==> config.mk <==
export PLATFORM = sky130hd
export DESIGN_NAME = alu_result_select_pipe
export DESIGN_NICKNAME = d
export VERILOG_FILES = /design/src/rtl/alu_pkg.sv /design/src/rtl/alu_result_select_pipe_skid_buffer_2.sv /design/src/rtl/alu_result_select_pipe.sv
export SDC_FILE = /design/constraint.sdc
export NUM_CORES = 1
export LEC_CHECK = 0
export BUFFER_PORTS_ARGS = -buffer_cell sky130_fd_sc_hd__buf_2
export CAP_MARGIN = 0
export CELL_PAD_IN_SITES_DETAIL_PLACEMENT = 0
export CELL_PAD_IN_SITES_GLOBAL_PLACEMENT = 2
export CORE_ASPECT_RATIO = 0.8
export CORE_UTILIZATION = 29
export CTS_BUF_LIST = sky130_fd_sc_hd__clkbuf_2 sky130_fd_sc_hd__clkbuf_4 sky130_fd_sc_hd__clkbuf_8
export CTS_CLUSTER_SIZE = 24
export DETAILED_ROUTE_END_ITERATION = 8
export PLACE_DENSITY_LB_ADDON = 0.1
export SETUP_SLACK_MARGIN = 0.4
export SLEW_MARGIN = 10
export SYNTH_ARGS = -nofsm -noshare
export SYNTH_HDL_FRONTEND = slang
export SYNTH_SLANG_ARGS = --single-unit
==> constraint.sdc <==
create_clock -name clk -period 2.15 [get_ports clk]
set_clock_uncertainty 0.05 [all_clocks]
set_input_delay 0.215 -clock clk [delete_from_list [all_inputs] [get_ports clk]]
set_output_delay 0.215 -clock clk [all_outputs]
set_load 0.05 [all_outputs]
==> src/rtl/alu_pkg.sv <==
// Shared ALU datapath definitions: default channel geometry, result-select
// opcodes and the occupancy encoding of the 2-entry skid buffer.
package alu_pkg;

  localparam int unsigned ALU_WIDTH  = 4;
  localparam int unsigned ALU_NUM_CH = 4;

  localparam logic [1:0] SEL_ADD = 2'd0;
  localparam logic [1:0] SEL_SUB = 2'd1;
  localparam logic [1:0] SEL_CMP = 2'd2;
  localparam logic [1:0] SEL_RSV = 2'd3;

  // Buffer occupancy: number of stored entries (0, 1 or 2).
  typedef enum logic [1:0] {
    CNT_EMPTY = 2'd0,
    CNT_ONE   = 2'd1,
    CNT_FULL  = 2'd2
  } cnt_state_e;

endpackage

==> src/rtl/alu_result_select_pipe_skid_buffer_2.sv <==
// skid_buffer_2: generic 2-entry valid/ready buffer.
//   in_data/in_valid/in_ready    : producer side, push = in_valid & in_ready
//   out_data/out_valid/out_ready : consumer side, pop = out_valid & out_ready
// in_ready and out_valid depend only on registered occupancy, so no
// combinational path exists from out_ready to in_ready.
module skid_buffer_2
  import alu_pkg::*;
#(
  parameter int unsigned PW = 8
) (
  input  logic          clk,
  input  logic          rst,
  input  logic [PW-1:0] in_data,
  input  logic          in_valid,
  output logic          in_ready,
  output logic [PW-1:0] out_data,
  output logic          out_valid,
  input  logic          out_ready
);

  cnt_state_e    state_q, state_d;
  logic [PW-1:0] main_q, main_d;
  logic [PW-1:0] skid_q, skid_d;
  logic          push, pop;

  assign in_ready  = (state_q != CNT_FULL);
  assign out_valid = (state_q != CNT_EMPTY);
  assign out_data  = main_q;

  always_comb begin
    push    = in_valid & in_ready;
    pop     = out_valid & out_ready;
    state_d = state_q;
    main_d  = main_q;
    skid_d  = skid_q;
    unique case (state_q)
      CNT_EMPTY: begin
        if (push) begin
          main_d  = in_data;
          state_d = CNT_ONE;
        end
      end
      CNT_ONE: begin
        if (push && pop) begin
          main_d = in_data;
        end else if (push) begin
          skid_d  = in_data;
          state_d = CNT_FULL;
        end else if (pop) begin
          state_d = CNT_EMPTY;
        end
      end
      CNT_FULL: begin
        if (pop) begin
          main_d  = skid_q;
          state_d = CNT_ONE;
        end
      end
      default: state_d = CNT_EMPTY;
    endcase
  end

  always_ff @(posedge clk) begin
    if (rst) begin
      state_q <= CNT_EMPTY;
      main_q  <= '0;
      skid_q  <= '0;
    end else begin
      state_q <= state_d;
      main_q  <= main_d;
      skid_q  <= skid_d;
    end
  end

endmodule

==> src/rtl/alu_result_select_pipe.sv <==
// alu_result_select_pipe: selects one of NUM_CH unit results by in_sel and
// registers it behind a 2-entry skid buffer.
//   in_data/in_sel/in_valid/in_ready        : request side
//   out_data/out_sel/out_err/out_valid/out_ready : result side
//   err_clr/err_cnt : saturating count of accepted out-of-range selects
module alu_result_select_pipe
  import alu_pkg::*;
#(
  parameter int unsigned WIDTH  = ALU_WIDTH,
  parameter int unsigned NUM_CH = ALU_NUM_CH,
  parameter int unsigned SEL_W  = 2,
  parameter int unsigned CNT_W  = 8
) (
  input  logic                    clk,
  input  logic                    rst,
  input  logic [NUM_CH*WIDTH-1:0] in_data,
  input  logic [SEL_W-1:0]        in_sel,
  input  logic                    in_valid,
  output logic                    in_ready,
  output logic [WIDTH-1:0]        out_data,
  output logic [SEL_W-1:0]        out_sel,
  output logic                    out_err,
  output logic                    out_valid,
  input  logic                    out_ready,
  input  logic                    err_clr,
  output logic [CNT_W-1:0]        err_cnt
);

  localparam int unsigned PW = WIDTH + SEL_W + 1;
  // NUM_CH <= 2**SEL_W, so it always fits in SEL_W+1 bits.
  localparam logic [SEL_W:0] NUM_CH_L = (SEL_W + 1)'(NUM_CH);

  logic [WIDTH-1:0] sel_data;
  logic             sel_err;
  logic [PW-1:0]    out_payload;
  logic             err_push;
  logic [CNT_W-1:0] cnt_base;
  logic [CNT_W-1:0] err_cnt_q, err_cnt_d;

  // Only in-range channels can match, so out-of-range selects leave 0.
  always_comb begin
    sel_err  = ({1'b0, in_sel} >= NUM_CH_L);
    sel_data = '0;
    for (int unsigned k = 0; k < NUM_CH; k++) begin
      if (in_sel == SEL_W'(k)) sel_data = in_data[k*WIDTH +: WIDTH];
    end
  end

  skid_buffer_2 #(
    .PW (PW)
  ) u_skid (
    .clk       (clk),
    .rst       (rst),
    .in_data   ({sel_err, in_sel, sel_data}),
    .in_valid  (in_valid),
    .in_ready  (in_ready),
    .out_data  (out_payload),
    .out_valid (out_valid),
    .out_ready (out_ready)
  );

  assign {out_err, out_sel, out_data} = out_payload;

  // Clear applies before counting, so clear plus an erroring push gives 1.
  always_comb begin
    err_push  = in_valid & in_ready & sel_err;
    cnt_base  = err_clr ? '0 : err_cnt_q;
    err_cnt_d = cnt_base;
    if (err_push && (cnt_base != '1)) err_cnt_d = cnt_base + CNT_W'(1);
  end

  always_ff @(posedge clk) begin
    if (rst) err_cnt_q <= '0;
    else     err_cnt_q <= err_cnt_d;
  end

  assign err_cnt = err_cnt_q;

endmodule

==> flow_summary.toml <==
[critical_path]
end_kind = "primary output"
r2r_cells = 3
worstSetupPathType = "flip-flop to primary output"
slowest_stage = "or2b_2"
crit_arrival_ns = 1.38
crit-reg2reg-launch = "u_skid.state_q[1]"
crit_required_ns = 1.88
worstPathCellList = "or2b_2 > buf_2"
crit_fanout = 8
cpLargestDelayFamily = "simple AND/OR/NAND/NOR gates"
rr_endpoint = "u_skid.out_data[3]"
rrSetupSlack_ns = 0.76
cp_num_buf_inv = 1
cp-start-kind = "flip-flop"
critPathMaxStageDelay_ns = 0.43

[clock_tree]
clkSinkCount = 14
h-tree-depth = 1
clk_pin_slew_ns = 0.07
cts_tree = "done"
root_buffer = "clkbuf_4"
cts_buffer_depth = 2
ctsHoldBuffers = 0
cts_buffers = 3
clock_latency_ns = 0.27
cts_resized = 0
postCtsSetupRepairBufs = 0

[flow_run]
cap_violations = 0

[yosys]
yosysTopAreaCell = "dfxtp_1"
synth_seq_cells = 14
synth.distinct_cells = 22
synth_compound_area_share_pct = 15.4
synthCells = 77
synth_area_leaders = "dfxtp_1 (34%), mux2i_1 (15%), a211oi_1 (12%), mux4_2 (11%), buf_4 (9.1%)"
muxShareOfSynthArea_pct = 27.4
synthXorXnorAreaFrac_pct = 0
ys_warn_count = 0
yosysTopAreaCellShare_pct = 34.1
netlist_area_um2 = 821
synth_top_family_by_area = "multiplexers"
synth_simple_gate_area_share_pct = 9.91
avgSynthCellArea_um2 = 10.7
synthAdderAreaFrac_pct = 0
yosysSeqAreaShare_pct = 34.1

[place]
place_inst = 136
post_dp_cell_area_um2 = 941
portBuffers = 29
place_congestion = 0.699
hpwl_um = 1260

[outcome]
status = "completed"

[drt]
antenna_left = 0
post_drt_wl_per_cell_um = 12.2
viasPerCell = 4.55
dr.pass1.iters = 4
vias = 632
wl_um = 1700
drt_iter0_drc = 20
drc = 0

[sta]
setup_viol = 0
rsz0062_at_grt = "no"
fin_crit_ns = 1.64
achievable-frequency_mhz = 609
drv_slew = 0
min_period_over_period_pct = 76.4
hold_viol = 0
setup_tns_ns = 0

[global_routing]
grt_antenna_before_repair = 0
track_usage_pct = 12.4
grt_pass1_vias = 559
grt_max_degree = 15
grt_remaining_overflow = 0
grt_pass1_wl_um = 2700

[finish]
syn_to_final_growth_pct = 17.5
fin_area_um2 = 965
seq_area_um2 = 280
stdcell_count = 139
fill_cells = 275
fin_nets = 128
final_common_cell = "buf_2"
multi_input_area_um2 = 468
drive_above_1_share_pct = 40.8
antenna_cells = 0
most-common-layout-cells = "buf_2 (29), dfxtp_1 (14), a211oi_1 (13), mux2i_1 (12), conb_1 (9)"

[power_and_ir_drop]
pwr-share-clk_pct = 22.6
netSwitchingFraction_pct = 36.1
ir_worst_vdd_v = 0.000173
seq_power_share_pct = 45.1
p_leak_uw = 0.000446
power_density_mw_per_mm2 = 661
power_frac_comb_pct = 32.4
p_switching_uw = 230
p_total_uw = 637
p_int_uw = 407

[hold_path]
min_path_type = "input port to flip-flop"
hold_end = "u_skid.state_q[1]"
whs_path_depth = 2
hp-start = "out_ready"

[die]
io_pins = 40
core_area_mm2 = 0.00256
die_w_um = 61.5
fp.dieArea_mm2 = 0.00305
die_y_um = 49.6
rows = 16
start_util_pct = 32.0
through the flow:
| step | hold WS (ns) | setup WS, ns | util (%) |
|---|---|---|---|
| global route | 0.129 | 0.422 | 37.6 |
| finish | 0.129 | 0.508 | 37.6 |
| floorplan | 0.238 | 0.794 | - |
| detailed placement | 0.420 | 0.689 | 36.7 |
| global placement | 0.405 | 0.697 | 36.7 |
| CTS | 0.123 | 0.445 | 37.6 |
synthesized netlist by cell type, drive strengths merged:
master  number
dfxtp       14
or2          1
inv          1
and3b        1
clkbuf       1
conb         1
mux2i       12
nand2        2
a211oi      13
nor2         6
a21oi        1
buf         13
or3b         1
mux4         4
and4bb       1
nand3b       1
a21o         2
or2b         1
mux2         1
worst max path at each step:
stage	start	cells after the start	end	slack (ns)
2_1_floorplan	u_skid.state_q[1]	4	u_skid.out_data[0]	0.79
4_1_cts	u_skid.state_q[0]	2	in_ready	0.44
3_5_place_dp	in_sel[0]	4	u_skid.out_data[0]	0.69
5_1_grt	u_skid.state_q[1]	2	in_ready	0.42
3_3_place_gp	in_sel[0]	4	u_skid.out_data[3]	0.70
6_report	u_skid.state_q[1]	2	in_ready	0.51
registers in the layout, indices dropped and copies added (netlist names):
register and count:
u_skid.state_q 2, u_skid.out_data 6, u_skid.skid_q 6
final cells by class:
class                           instances  area share, %
Clock buffer                            3           2.33
Inverter                                1          0.389
Multi-Input combinational cell         56           48.5
Sequential cell                        14           29.1
Tap cell                               36           4.67
Timing Repair Buffer                   29           15.0
per-layer routing:
layer / part of all wire, % / global-route usage [%] / vias to the layer above / wire length (um)
li1: - / - / 318 / -
met1: 52 / 18.7 / 280 / 888
met2: 39 / 16.1 / 32 / 661
met3: 8.5 / 6.30 / 2 / 144
met4: 0.41 / 1.11 / 0 / 7
met5: 0 / 0 / - / 0
power groups by stage:
stage | clock [uW] | combinational [uW] | sequential [uW]
after floorplan | 0 | 132 | 334
after global placement | 0 | 205 | 293
after detailed placement | 0 | 206 | 293
after CTS | 151 | 207 | 287
after global routing | 165 | 222 | 290
final | 144 | 206 | 287
cell families after synthesis:
family | Yosys count
DFF | 14
AOI/OAI and AO/OA | 16
other | 1
muxes | 17
and+or+nand+nor | 14
buffers and inverters | 15
(Power assumes the default switching activity.)
